File: src/rtl/lbc_syndrome_decoder_pipe.sv
// Pipelined single-error-correcting syndrome decoder for a systematic (N,K) code.
// Codeword: parity bits at [R-1:0], data bits at [N-1:R]; H = [I_R | P].
// S1 registers the data and syndrome. S2 is the output register and resolves
// the error position, correction and flags. Saturating correction/uncorrectable counters.
module lbc_syndrome_decoder_pipe #(
   parameter int unsigned         N     = 14,
   parameter int unsigned         K     = 4,
   parameter logic [(N-K)*K-1:0]  P     = {10'h3E0, 10'h31C, 10'h0DA, 10'h2B7},
   parameter int unsigned         CNT_W = 16
) (
   input  logic                   clk,
   input  logic                   rst_n,
   input  logic                   in_valid,
   output logic                   in_ready,
   input  logic [N-1:0]           cx_in,
   input  logic                   correct_en,
   output logic                   out_valid,
   input  logic                   out_ready,
   output logic [K-1:0]           d_out,
   output logic [N-K-1:0]         syndrome,
   output logic                   err_corr,
   output logic                   err_det,
   output logic                   err_uncorr,
   output logic [$clog2(N)-1:0]   err_pos,
   input  logic                   cnt_clr,
   output logic [CNT_W-1:0]       cnt_corr,
   output logic [CNT_W-1:0]       cnt_uncorr
);

   localparam int unsigned R  = N - K;
   localparam int unsigned PW = $clog2(N);

   // Stage 1 state. Parity bits are only needed for the syndrome, so only data is kept.
   logic           s1_valid_q, s1_valid_d;
   logic [K-1:0]   s1_data_q, s1_data_d;
   logic           s1_cen_q, s1_cen_d;
   logic [R-1:0]   s1_syn_q, s1_syn_d;

   // Stage 2 (output register) state
   logic           out_valid_q, out_valid_d;
   logic [K-1:0]   d_out_q, d_out_d;
   logic [R-1:0]   syn_q, syn_d;
   logic           corr_q, corr_d;
   logic           det_q, det_d;
   logic           uncorr_q, uncorr_d;
   logic [PW-1:0]  pos_q, pos_d;

   logic [CNT_W-1:0] cnt_corr_q, cnt_corr_d;
   logic [CNT_W-1:0] cnt_uncorr_q, cnt_uncorr_d;

   logic           s2_adv;
   logic           s1_adv;
   logic           out_xfer;
   logic [R-1:0]   syn_in;
   logic           hit;
   logic [PW-1:0]  hit_pos;
   logic [K-1:0]   flip;
   logic           syn_nz;

   // Handshake: stages advance when empty or when the stage ahead moves
   always_comb begin
      s2_adv   = !out_valid_q || out_ready;
      s1_adv   = !s1_valid_q || s2_adv;
      in_ready = s1_adv;
      out_xfer = out_valid_q && out_ready;
   end

   // Syndrome of the incoming word: parity bits XOR the P columns of set data bits
   always_comb begin
      syn_in = cx_in[R-1:0];
      for (int k = 0; k < K; k++) begin
         if (cx_in[R+k]) begin
            syn_in = syn_in ^ P[k*R +: R];
         end
      end
   end

   // Column match on the S1 syndrome; ascending scan so the lowest index wins
   always_comb begin
      hit     = 1'b0;
      hit_pos = '0;
      flip    = '0;
      syn_nz  = (s1_syn_q != '0);
      for (int i = 0; i < R; i++) begin
         if (syn_nz && !hit && (s1_syn_q == (R'(1) << i))) begin
            hit     = 1'b1;
            hit_pos = PW'(i);
         end
      end
      for (int k = 0; k < K; k++) begin
         if (syn_nz && !hit && (s1_syn_q == P[k*R +: R])) begin
            hit     = 1'b1;
            hit_pos = PW'(R + k);
            flip[k] = 1'b1;
         end
      end
   end

   // Stage 1 next state: load on accept
   always_comb begin
      s1_valid_d = s1_valid_q;
      s1_data_d  = s1_data_q;
      s1_cen_d   = s1_cen_q;
      s1_syn_d   = s1_syn_q;
      if (s1_adv) begin
         s1_valid_d = in_valid;
         if (in_valid) begin
            s1_data_d = cx_in[N-1:R];
            s1_cen_d  = correct_en;
            s1_syn_d  = syn_in;
         end
      end
   end

   // Stage 2 next state: results held while stalled
   always_comb begin
      out_valid_d = out_valid_q;
      d_out_d     = d_out_q;
      syn_d       = syn_q;
      corr_d      = corr_q;
      det_d       = det_q;
      uncorr_d    = uncorr_q;
      pos_d       = pos_q;
      if (s2_adv) begin
         out_valid_d = s1_valid_q;
         if (s1_valid_q) begin
            corr_d   = hit && s1_cen_q;
            det_d    = syn_nz;
            uncorr_d = syn_nz && !hit;
            syn_d    = s1_syn_q;
            pos_d    = (hit && s1_cen_q) ? hit_pos : '0;
            // A parity-bit hit leaves flip at zero, so data passes through unchanged
            d_out_d  = s1_data_q ^ ((hit && s1_cen_q) ? flip : '0);
         end
      end
   end

   // Saturating counters; clear wins over a same-cycle increment
   always_comb begin
      cnt_corr_d   = cnt_corr_q;
      cnt_uncorr_d = cnt_uncorr_q;
      if (cnt_clr) begin
         cnt_corr_d   = '0;
         cnt_uncorr_d = '0;
      end else begin
         if (out_xfer && corr_q && (cnt_corr_q != {CNT_W{1'b1}})) begin
            cnt_corr_d = cnt_corr_q + CNT_W'(1);
         end
         if (out_xfer && uncorr_q && (cnt_uncorr_q != {CNT_W{1'b1}})) begin
            cnt_uncorr_d = cnt_uncorr_q + CNT_W'(1);
         end
      end
   end

   // State registers
   always_ff @(posedge clk or negedge rst_n) begin
      if (!rst_n) begin
         s1_valid_q   <= 1'b0;
         s1_data_q    <= '0;
         s1_cen_q     <= 1'b0;
         s1_syn_q     <= '0;
         out_valid_q  <= 1'b0;
         d_out_q      <= '0;
         syn_q        <= '0;
         corr_q       <= 1'b0;
         det_q        <= 1'b0;
         uncorr_q     <= 1'b0;
         pos_q        <= '0;
         cnt_corr_q   <= '0;
         cnt_uncorr_q <= '0;
      end else begin
         s1_valid_q   <= s1_valid_d;
         s1_data_q    <= s1_data_d;
         s1_cen_q     <= s1_cen_d;
         s1_syn_q     <= s1_syn_d;
         out_valid_q  <= out_valid_d;
         d_out_q      <= d_out_d;
         syn_q        <= syn_d;
         corr_q       <= corr_d;
         det_q        <= det_d;
         uncorr_q     <= uncorr_d;
         pos_q        <= pos_d;
         cnt_corr_q   <= cnt_corr_d;
         cnt_uncorr_q <= cnt_uncorr_d;
      end
   end

   // Output drive
   always_comb begin
      out_valid  = out_valid_q;
      d_out      = d_out_q;
      syndrome   = syn_q;
      err_corr   = corr_q;
      err_det    = det_q;
      err_uncorr = uncorr_q;
      err_pos    = pos_q;
      cnt_corr   = cnt_corr_q;
      cnt_uncorr = cnt_uncorr_q;
   end

endmodule

File: config.mk
export PLATFORM = sky130hd
export DESIGN_NAME = lbc_syndrome_decoder_pipe
export DESIGN_NICKNAME = d
export VERILOG_FILES = /design/src/rtl/lbc_syndrome_decoder_pipe.sv
export SDC_FILE = /design/constraint.sdc
export NUM_CORES = 1
export LEC_CHECK = 0
export BUFFER_PORTS_ARGS = -buffer_cell sky130_fd_sc_hd__buf_2
export CAP_MARGIN = 20
export CORE_MARGIN = 1.5
export CORE_UTILIZATION = 45
export CTS_CLUSTER_SIZE = 20
export DETAILED_ROUTE_END_ITERATION = 10
export GPL_ROUTABILITY_DRIVEN = 0
export PLACE_DENSITY = 0.63
export SYNTH_ARGS = -nofsm -noshare
export SYNTH_HDL_FRONTEND = slang
export SYNTH_SLANG_ARGS = --single-unit
File: constraint.sdc
create_clock -name clk -period 2.5 [get_ports clk]
set_input_delay 0.125 -clock clk [delete_from_list [all_inputs] [get_ports clk]]
set_output_delay 0.125 -clock clk [all_outputs]
set_load 0.02 [all_outputs]
Word level (Yosys, flattened, before mapping). Cells that the tools add are included.

Bits in registers: 70. Bits of input ports: 20. Output and inout bits: 55. Logic and storage cells: 134.

Equality and inequality tests: 16. $add $sub $neg: 2. Reduce and logical (&&, ||, !) cells: 57. Bitwise logic cells: 5. Mux-type cells: 41.

Operators with widths (number): two-way mux 16 bit (4); two-way mux 4 bit (14); equality test 10 bit (second input constant) (4); logical AND 1 bit (34); adder 16 x 1 -> 16 bit (second input constant) (2); != test 16 bit (second input constant) (2); two-way mux 10 bit (3); equality test 10 x 8 -> 1 bit (second input constant) (2); two-way mux 1 bit (19); zero test 1 bit (16); inverter 5 bit (3); equality test 10 x 1 -> 1 bit (second input constant) (1); equality test 10 x 2 -> 1 bit (second input constant) (1); equality test 10 x 3 -> 1 bit (second input constant) (1); equality test 10 x 4 -> 1 bit (second input constant) (1); equality test 10 x 5 -> 1 bit (second input constant) (1); equality test 10 x 6 -> 1 bit (second input constant) (1); equality test 10 x 7 -> 1 bit (second input constant) (1); equality test 10 x 9 -> 1 bit (second input constant) (1); nonzero test 10 bit (1); two-way mux 8 bit (1); inverter 7 bit (1); AND reduction 2 bit (2); nonzero test 2 bit (2); other kinds (2) (3).

Depth between registers and ports, before layout.
Word-level depth: 58. Depth in mapped cells: 8. Gate-level depth less buffers: 6.

Least setup slack after synthesis. Ideal clock, no wire load.

Path type: reg2reg. Start: register cnt_uncorr_q[0], in the netlist cnt_uncorr[0]. End: register cnt_uncorr_q[7], in the netlist cnt_uncorr[7]. Stages on the path, launching flop included: 9. Slack: 0.601 ns. Data required time: 2.368 ns. Buffers on the path: 2. Arrival time: 1.767 ns. Clock period less this slack: 1.899 ns. Library setup time: 0.132 ns. Path through: dfrtp_1 > ha_1 > nand2_1 > or4_1 > buf_2 > buf_6 > o211ai_2 > xor2_1 > nor2_1.

Longest elaborated chain between the ends: 3. Elaborated cells between the ends (all ways): 6. Those cells by class: add/sub: 1; eq/ne: 1; mux: 2; reduce/logical: 2.

Ends and longest elaborated chain: from (decl) (line 49) `logic [CNT_W-1:0] cnt_uncorr_q, cnt_uncorr_d;`; from (signal assigned) (line 184) `cnt_uncorr_q <= cnt_uncorr_d;`; adder 16 x 1 -> 16 bit / != test 16 bit (equally long branches) (line 150, 149); two-way mux 16 bit / logical AND 1 bit (equally long branches) (line 149) `if (out_xfer && uncorr_q && (cnt_uncorr_q != {CNT_W{1'b1}})) begin`; two-way mux 16 bit / nonzero test 2 bit (equally long branches).

Parallel ways exist; a longest one is shown, timed or not. The select of a mux whose other input is x is not followed. A chain may end at the register's enable or synchronous reset.

Worst setup path in the final report.
Start: register cnt_uncorr_q[0], in the netlist cnt_uncorr[0]. End: register cnt_uncorr_q[1], in the netlist cnt_uncorr[1].

The elaborated chain is that of the path after synthesis.

==> results.sh <==
export IMPL_synth_most_common_cell="dfrtp_1"
export IMPL_drc=0
export IMPL_grt_usage_pct=20.20
export IMPL_drive_above_1_share_pct=26.97
export IMPL_crit_arrival_ns=2.31
export IMPL_hp_class="in -> reg"
export IMPL_antenna_found_initial=0
export IMPL_p_leak_uw=0.002080
export IMPL_fillers=744
export IMPL_synthTopCellsByArea="dfrtp_1 (47%), xor2_1 (9.4%), nor2_1 (4.6%)"
export IMPL_portBuffers=74
export IMPL_min_period_ns=2.093
export IMPL_worstSkewPairLatency_ns=0.35
export IMPL_p_per_area_nw_per_um2=651.1
export IMPL_reg2reg_slack_ns=0.41
export IMPL_cts_tree="yes"
export IMPL_vias_per_cell=5.336
export IMPL_yosysWarningCount=0
export IMPL_final_seq_area_um2=1752
export IMPL_synthDistinctLibCells=54
export IMPL_maxSlewViolCount=0
export IMPL_cts_resized=0
export IMPL_synth_edf_count=0
export IMPL_cp_required_ns=2.72
export IMPL_synth_common_cells="dfrtp_1 (70), nor2_1 (46), xor2_1 (40)"
export IMPL_cp_max_fo=14
export IMPL_root_buffer="clkbuf_8"
export IMPL_first_pass_iters=4
export IMPL_fmax_ghz=0.4777
export IMPL_setup_viol=0
export IMPL_cts_sinks=70
export IMPL_max_vdd_ir_drop_mv=0.3100
export IMPL_core_um2=7848
export IMPL_end_kind="register"
export IMPL_synth_top_area_share_pct=47.14
export IMPL_grt_overflow_total=0
export IMPL_grt_pass1_vias=2927
export IMPL_r2r_start="cnt_uncorr[0]"
export IMPL_dieArea_um2=8813
export IMPL_path_clk_slew_ns=0.07
export IMPL_ant_nets=0
export IMPL_hold_viol_final=0
export IMPL_io_pins=75
export IMPL_finalPower_uw=2848
export IMPL_area_delta_synth_final_pct=17.71
export IMPL_r2r_end="cnt_uncorr[1]"
export IMPL_ys_seq_area_share_pct=47.14
export IMPL_rows=32
export IMPL_rsz0062_at_grt="false"
export IMPL_tightestPinTransition_ns=0.7672
export IMPL_crit_start="cnt_uncorr[0]"
export IMPL_synth_area_um2=3716
export IMPL_instances_no_fill=547
export IMPL_syn_inst=370
export IMPL_final_net_count=462
export IMPL_worst_setup_path_start_kind="register"
export IMPL_skew_ns=0.007742
export IMPL_dieHeight_um=93.88
export IMPL_clockBufferDepth=2
export IMPL_path_class="reg -> reg"
export IMPL_routed_wl_um=7989
export IMPL_max_slew_margin_pct=48.73
export IMPL_status="finished clean"
export IMPL_synth_main_ff_cell="dfrtp_1"
export IMPL_tns_ns=0
export IMPL_detail_route_wl_per_cell_um=14.61
export IMPL_grt_max_degree=33
export IMPL_dp_cells=528
export IMPL_worst_slack_ns=0.4066
export IMPL_finalCritPeriodShare_pct=83.74
export IMPL_endpoint="cnt_uncorr[1]"
export IMPL_num_vias=2919
export IMPL_dp_hpwl_um=5731
export IMPL_yosysTopAreaCell="dfrtp_1"
export IMPL_dr_first_iter_drc_count=108
export IMPL_grt_pass1_wl_um=13890
export IMPL_die_w_um=93.88
export IMPL_maxCapViolations=0
export IMPL_r2r_worst_path_cells=6
export IMPL_place_ws_ns=0.4666
export IMPL_htree_levels=3
export IMPL_synth_seq_cells=70
export IMPL_cts_buffers=9
export IMPL_async_flop_share_pct=100.0
export IMPL_multi_input_area_um2=1836
export IMPL_post_cts_setup_buffers=0
export IMPL_avgSynthCellArea_um2=10.04
export IMPL_synth_net_count=392
export IMPL_start_util_pct=47.35
export IMPL_diodes=0
-- logic make-up after synthesis --
logic type                 synth area share (%)
muxes                                     4.781
AOI/OAI and AO/OA                         10.64
DFF                                       47.14
and+or+nand+nor                           20.34
xor gates and xnor gates                  12.96
adders and majority gates                0.6733
buffers and inverters                     3.468
-- final cells by class --
cell class,instances,area share (%)
repair buffers,83,10.47
well taps,102,2.918
inverters,4,0.3432
clock buffers,13,3.862
multi-input cells,272,41.96
flip-flops and latches,70,40.05
clock inverters,3,0.4005
-- worst min-delay path by stage --
stage | from | end | slack (ns) | cells after the start
after global routing | cx_in[13] | s1_data_q[3] | 0.08 | 2
final | cx_in[2] | s1_syn_q[2] | 0.08 | 3
after floorplan | rst_n | cnt_corr[0] | -0.17 | 0
after CTS | cx_in[5] | s1_syn_q[5] | 0.07 | 3
after detailed placement | rst_n | cnt_uncorr[8] | 0.19 | 1
after global placement | rst_n | cnt_uncorr[8] | 0.17 | 1
-- state kept, by name, summed over array words and instances (netlist names) --
register / count
err_pos: 4
s1_valid_q: 1
err_uncorr: 1
syndrome: 10
d_out: 4
s1_data_q: 4
s1_syn_q: 10
err_corr: 1
cnt_uncorr: 16
cnt_corr: 16
s1_cen_q: 1
out_valid: 1
err_det: 1
-- power breakdown --
group          internal [uW]  switching (uW)
Combinational            247             361
Clock                    439             428
Sequential              1250             121
Total                   1940             909
-- through the flow --
step	hold WS, ns	instance area (um2)	util (%)
floorplan	-0.1706	3716	-
global placement	0.1736	4158	52.98
detailed placement	0.1873	4158	52.98
CTS	0.06821	4374	55.74
global route	0.08341	4374	55.74
finish	0.07547	4374	55.74
-- layout by cell type (no fill, tap or decap), types with 4 or more instances in the layout --
| cell type | count |
|---|---|
| o211ai_2 | 5 |
| buf_2 | 74 |
| nand2b_1 | 4 |
| and4_1 | 5 |
| o21ai_1 | 13 |
| clkbuf_8 | 12 |
| xnor2_1 | 15 |
| nand2_1 | 33 |
| dfrtp_1 | 70 |
| and3_1 | 10 |
| buf_4 | 5 |
| mux2_1 | 4 |
| xor2_1 | 40 |
| nand4_1 | 12 |
| o211ai_1 | 5 |
| nand4b_1 | 4 |
| o2111ai_1 | 4 |
| nor2_1 | 46 |
| o21ai_0 | 12 |
| nand3_1 | 10 |
| mux2_2 | 10 |
-- worst max-delay path: stages, from the launching register on --
cell	delay [ns]
dfrtp_1	0.41
ha_1	0.20
nand2_1	0.07
or4_1	0.69
o21ai_2	0.29
mux2i_1	0.24
nor2_1	0.06
-- metal layers --
metal  GRT usage, %  vias up  part of all wire, %
met1          26.08     1385                   45
met4          8.458        0                  1.9
met3          3.964       13                  4.8
met5              0        -                    0
met2          33.09       87                   48
li1               -     1434                    -
-- what timing repair did --
action / in CTS / in global routing
hold endpoints to repair: 27 / 0
endpoints found under the setup margin: 0 / 0
hold buffers: 3 / 0
No activity file was read; power rests on OpenSTA's default activity.
